--- src/rtl/ram8_arbiter_pkg.sv ---
// rtl/ram8_arbiter_pkg.sv - shared widths and FSM state encoding for the two-port RAM8 arbiter
package ram8_arbiter_pkg;

  localparam int DATA_W = 16;
  localparam int ADDR_W = 3;
  localparam int DEPTH  = 1 << ADDR_W;

  typedef enum logic [1:0] {
    IDLE  = 2'd0,
    SERVE = 2'd1,
    ACK   = 2'd2
  } state_e;

endpackage

--- src/rtl/ram8.sv ---
// rtl/ram8.sv - 16-bit x 8 word RAM, synchronous write, combinational read
module ram8
  import ram8_arbiter_pkg::*;
(
  input  logic              clk,
  input  logic [DATA_W-1:0] in,
  input  logic              load,
  input  logic [ADDR_W-1:0] address,
  output logic [DATA_W-1:0] out
);

  // Contents are deliberately left out of reset.
  logic [DATA_W-1:0] mem_q [DEPTH];

  always_ff @(posedge clk) begin
    if (load) begin
      mem_q[address] <= in;
    end
  end

  assign out = mem_q[address];

endmodule

--- src/rtl/ram8_arbiter.sv ---
// rtl/ram8_arbiter.sv - round-robin two-port arbiter in front of a single ram8
module ram8_arbiter
  import ram8_arbiter_pkg::*;
(
  input  logic              clk,
  input  logic              reset,
  input  logic              req0,
  input  logic              we0,
  input  logic [ADDR_W-1:0] addr0,
  input  logic [DATA_W-1:0] wdata0,
  output logic              ack0,
  input  logic              req1,
  input  logic              we1,
  input  logic [ADDR_W-1:0] addr1,
  input  logic [DATA_W-1:0] wdata1,
  output logic              ack1,
  output logic [DATA_W-1:0] rdata,
  output logic              busy
);

  state_e              state_q;
  logic                last_served_q;
  logic                winner_q;
  logic                we_q;
  logic [ADDR_W-1:0]   addr_q;
  logic [DATA_W-1:0]   wdata_q;
  logic [DATA_W-1:0]   rdata_q;
  logic                ack0_q;
  logic                ack1_q;

  logic                grant_d;
  logic                ram_load;
  logic [DATA_W-1:0]   ram_out;

  // Tie goes to the port that was not granted last; otherwise the sole requester.
  always_comb begin
    grant_d = 1'b0;
    if (req0 && req1) begin
      grant_d = ~last_served_q;
    end else begin
      grant_d = req1;
    end
  end

  // Gating with reset lets a reset in SERVE abort the write on that same edge.
  assign ram_load = (state_q == SERVE) && we_q && !reset;

  ram8 u_ram (
    .clk     (clk),
    .in      (wdata_q),
    .load    (ram_load),
    .address (addr_q),
    .out     (ram_out)
  );

  always_ff @(posedge clk) begin
    if (reset) begin
      state_q       <= IDLE;
      last_served_q <= 1'b1;
      winner_q      <= 1'b0;
      we_q          <= 1'b0;
      addr_q        <= '0;
      wdata_q       <= '0;
      rdata_q       <= '0;
      ack0_q        <= 1'b0;
      ack1_q        <= 1'b0;
    end else begin
      case (state_q)
        IDLE: begin
          if (req0 || req1) begin
            winner_q      <= grant_d;
            last_served_q <= grant_d;
            we_q          <= grant_d ? we1    : we0;
            addr_q        <= grant_d ? addr1  : addr0;
            wdata_q       <= grant_d ? wdata1 : wdata0;
            state_q       <= SERVE;
          end
        end
        SERVE: begin
          rdata_q <= we_q ? wdata_q : ram_out;
          ack0_q  <= ~winner_q;
          ack1_q  <= winner_q;
          state_q <= ACK;
        end
        ACK: begin
          ack0_q  <= 1'b0;
          ack1_q  <= 1'b0;
          state_q <= IDLE;
        end
        default: begin
          ack0_q  <= 1'b0;
          ack1_q  <= 1'b0;
          state_q <= IDLE;
        end
      endcase
    end
  end

  assign ack0  = ack0_q;
  assign ack1  = ack1_q;
  assign rdata = rdata_q;
  assign busy  = (state_q != IDLE);

endmodule
--- config.mk ---
export PLATFORM = sky130hd
export DESIGN_NAME = ram8_arbiter
export DESIGN_NICKNAME = d
export VERILOG_FILES = /design/src/rtl/ram8_arbiter_pkg.sv /design/src/rtl/ram8.sv /design/src/rtl/ram8_arbiter.sv
export SDC_FILE = /design/constraint.sdc
export NUM_CORES = 1
export LEC_CHECK = 0
export ABC_AREA = 1
export ABC_CLOCK_PERIOD_IN_PS = 3200
export CORE_AREA = 2 2 196 150
export DETAILED_ROUTE_END_ITERATION = 10
export DIE_AREA = 0 0 198 152
export SYNTH_ARGS = -nofsm -noshare
export SYNTH_HDL_FRONTEND = slang
export SYNTH_SLANG_ARGS = --single-unit
--- constraint.sdc ---
create_clock -name clk -period 3.2 [get_ports clk]
set_clock_uncertainty 0.2 [all_clocks]
set_input_delay 0.64 -clock clk [delete_from_list [all_inputs] [get_ports clk]]
set_output_delay 0.64 -clock clk [all_outputs]
set_load 0.1 [all_outputs]
======== Word-level counts from Yosys, hierarchy flattened ========
Memory sizes are Yosys's and may differ from the RTL's. A register that Yosys moved wholly into a read port is not among the register bits.
Cells that the tools add are included.
cells by class
  equal/unequal tests ..................... 2
  mux-type cells .......................... 10
  bitwise operators ....................... 2
  reductions and logical operators ........ 8
operators by type and width
  operator              number
  $mux W16              1
  $mux W1               4
  $pmux W1 S2           2
  $pmux W2 S2           1
  $logic_and A1 B1 Y1   3
  $mux W3               1
  $eq A2 B1 Y1 const B  1
  $logic_not A2 Y1      1
  $mux W2               1
  $ne A2 B2 Y1 const B  1
  $not A1 Y1            2
  $reduce_and A2 Y1     1
  $reduce_bool A2 Y1    1
  $logic_not A1 Y1      1
  $logic_or A1 B1 Y1    1
word-level totals
  bits in registers ....................... 26
  RAM bits ................................ 128
  input port bits ......................... 44
  output and inout port bits .............. 19
  word-level logic and storage cells ...... 31
  memories kept ........................... 1
memory list
  memory       words  bits a word  rd ports  clocked after Yosys merged registers in  write ports  line        RTL
  u_ram.mem_q  8      16           1         1                                        1            ram8.sv:13  logic [DATA_W-1:0] mem_q [DEPTH];

======== Longest topological paths before layout ========
  depth in word-level cells ............... 5
  mapped depth ............................ 10
  mapped depth without buffers ............ 9

======== Hierarchy ========
A second synthesis with hierarchy kept.
unflattened totals
  cells, all modules ...................... 861
  area, all modules ....................... 7661.1 µm²
by module, submodules not included
  module        times used  cells each  area each (µm²)  seq. area each (µm²)
  ram8          1           532         5441.5           3843.7
  ram8_arbiter  1           329         2219.6           840.8

======== Worst setup path before layout ========
Ideal clock, no wire load.
  path type ............................... input to register
  start ................................... in reset
  end ..................................... mem u_ram.mem_q[5][0], enable pin
  setup time .............................. 0.389 ns
  arrival time ............................ 1.899 ns
  data required time ...................... 2.611 ns
  setup slack ............................. 0.713 ns
  stages .................................. 6
  buffers on the path ..................... 1
  cells stage by stage .................... nor2_2 > nand2_1 > buf_2 > inv_1 > nand2_1 > nor2_1
on the way
  word-level cells in the longest chain between the ends .. 4
RTL lines
  what                           line                RTL
  start, declared                ram8_arbiter.sv:6   input logic reset,
  $logic_not A1 Y1               ram8_arbiter.sv:46  assign ram_load = (state_q == SERVE) && we_q && !reset;
  $logic_and A1 B1 Y1            ram8_arbiter.sv:46
  $mux W1                        ram8.sv:16          if (load) begin
  $mux W1 (not written as such)  ram8.sv:17          mem_q[address] <= in;
  end, declared                  ram8.sv:13
Every way passes these cells.

======== Worst setup path after layout ========
  start ................................... reg addr_q[1]
  end ..................................... mem u_ram.mem_q[2][5], enable pin
RTL lines
  what                    line                RTL
  start, declared         ram8_arbiter.sv:25  logic [ADDR_W-1:0] addr_q;
  start signal, assigned  ram8_arbiter.sv:74  addr_q <= grant_d ? addr1 : addr0;
No word-level cell before the write port.

==> results.yml <==
critical_path:
  crit_arrival_ns: 2.09
  cp.required_ns: 3.13
  critPathKind: "reg -> reg"
  crit_path_end_kind: "flip-flop"
  startpoint_type: "flip-flop"
  worstPathMaxFanout: 17
grt:
  track_usage_pct: 11.6
  grt_pass1_vias: 5019
  grt_pass1_wl_um: 27100
  overflow: 0
  grt_max_degree: 53
  grt_antenna_before_repair: 0
floorplan:
  ios: 63
  dieArea_mm2: 0.0301
  core_mm2: 0.0284
  initial_utilization_pct: 26.3
  die_w_um: 198
  rows: 54
  die_height_um: 152
yosys:
  syn-num-nets: 853
  yosys.area_share.simple_pct: 23.0
  synth_compound_area_share_pct: 4.83
  synth_cell_types: 27
  ys_ff_latch: 170
  yosys.area_share.xor_xnor_pct: 0
  yosysWarnings: 0
  synthMuxAreaShare_pct: 0
  syn-cell-area_mm2: 0.00749
  seq_area_frac_synth_pct: 62.5
  syn_inst: 809
  yosys.area_share.adder_pct: 0
  postSynthAreaPerCell_um2: 9.26
  synth_top_family_by_area: "simple AND/OR/NAND/NOR gates"
pwr:
  powerDensity_mw_per_mm2: 588
  vdd_drop_max_uv: 367
  total_power_uw: 5310
  leakage_uw: 0.00380
clock_tree:
  cts_buffer_depth: 2
  cts_htree_levels: 4
  clkLatencyLatePin_ns: 0.43
  cts.sinks: 170
  postCtsHoldBufs: 0
  post-cts-setup-buffers: 0
  clkSlewWorstSetupHoldPaths_ns: 0.07
  cts_tree: "done"
  root_buffer: "clkbuf_16"
  cts_resized: 0
  cts_buffers: 17
drt:
  viasPerCell: 4.05
  antenna_left: 0
  drt_iter0_drc: 379
  drtPass1Iterations: 5
  drc: 0
  num_vias: 5185
  wl_per_cell_um: 13.2
  wl_um: 16900
cells_and_area:
  multi_input_area_mm2: 0.00208
  final_common_cell: "nand2_1"
  drive_gt1_share_pct: 12.3
  finish.instance_area_mm2: 0.00904
  antenna_cells: 0
  nFillCells: 2981
  final_cell_mix: "nand2_1, edfxtp_1, inv_1"
  area_growth_syn_to_layout_pct: 20.6
  post-route-util_pct: 31.8
  regArea_mm2: 0.00469
  nets: 919
sta:
  final-hold-violation-count: 0
  min_period_ns: 2.16
  worst_pin_slew_ns: 0.759
  slew_violations: 0
  hold_ws_ns: 0.269
  tns_ns: 0
  finalSetupViolCount: 0
  rsz0062_at_grt: "no"
  fmax_mhz: 463
  slew_headroom_pct: 49.3
  finalCritPeriodShare_pct: 67.5
place:
  place.gp.congestion: 0.734
  dp_hpwl_um: 11300
  portBuffers: 62
  placed_cell_area_mm2: 0.00846
outcome:
  outcome: "completed"
min_path:
  min_path_type: "reg -> reg"
flow_run:
  maxCapViolations: 0
Yosys cell counts:
| master | number | area (µm²) |
|---|---|---|
| buf_4 | 3 | 22.5 |
| a32o_1 | 1 | 10.0 |
| nand2_1 | 256 | 961 |
| nand3_2 | 9 | 90.1 |
| clkbuf_8 | 6 | 82.6 |
| nand3_1 | 25 | 125 |
| or2_1 | 1 | 6.26 |
| o21ai_0 | 17 | 85.1 |
| buf_6 | 3 | 33.8 |
| nand2_2 | 1 | 6.26 |
| inv_1 | 121 | 454 |
| inv_2 | 3 | 11.3 |
| buf_2 | 11 | 55.1 |
| dlygate4sd1_1 | 1 | 8.76 |
| edfxtp_1 | 128 | 3840 |
| a21oi_1 | 8 | 40.0 |
| nor2_1 | 113 | 424 |
| clkbuf_1 | 11 | 41.3 |
| a21oi_2 | 9 | 78.8 |
| dfxtp_1 | 42 | 841 |
| o31ai_1 | 1 | 7.51 |
| a31oi_1 | 20 | 125 |
| nor2_4 | 2 | 22.5 |
| buf_8 | 1 | 15.0 |
| nor2_2 | 12 | 75.1 |
| nand2_4 | 1 | 11.3 |
| o21ai_1 | 3 | 15.0 |
logic make-up after synthesis:
group	after synthesis
flip-flops	170
AND/OR/NAND/NOR	420
buffers and inverters	160
AO/OA/AOI/OAI	59
per-stage QoR:
step | std cells | worst slack [ns]
after detailed placement | 1248 | 0.630
after floorplan | 809 | 0.713
after CTS | 1280 | 1.03
after global routing | 1280 | 0.840
after global placement | 1248 | 0.648
final | 1280 | 1.04
flip-flops by register name, summed over array words and instances, names as in the netlist, 2 cells and up:
register	cells
rdata	16
state_q	2
u_ram.mem_q	128
wdata_q	16
addr_q	3
final timing paths:
| path | cells past startpoint | to | slack (ns) | startpoint |
|---|---|---|---|---|
| worst max register to register | 5 | u_ram.mem_q[2][5] | 1.04 | addr_q[1] |
| worst min register to register | 2 | rdata[1] | 0.27 | rdata[1] |
| worst max-delay path | 5 | u_ram.mem_q[2][5] | 1.04 | addr_q[1] |
| worst min-delay path | 2 | rdata[1] | 0.27 | rdata[1] |
where the power goes:
part           total (µW)  switching, µW  internal, µW
Combinational         701            489           211
Sequential           2580            120          2460
Clock                2030            980          1050
area by class of cell:
type                    instances  share of cell area (%)
flip-flops and latches        170                    51.8
multi-input cells             479                    23.1
repair buffers                 83                    8.09
well taps                     392                    5.43
inverters                     124                    5.15
clock buffers                  18                    4.75
clock inverters                14                    1.69
critical path: stages, from the launching register on:
cell and delay (ns):
dfxtp_1 0.52, inv_2 0.08, nor2_4 0.50, inv_1 0.13, nor2_1 0.19, buf_4 0.23
per-layer routing:
layer / part of all wire (%) / global-route usage [%] / vias to the layer above
met5: 0 / 0 / -
met4: 0.79 / 3.37 / 0
met3: 4.2 / 2.02 / 12
met2: 44 / 17.3 / 133
met1: 51 / 17.3 / 2366
li1: - / - / 2674
(Power assumes the default switching activity.)
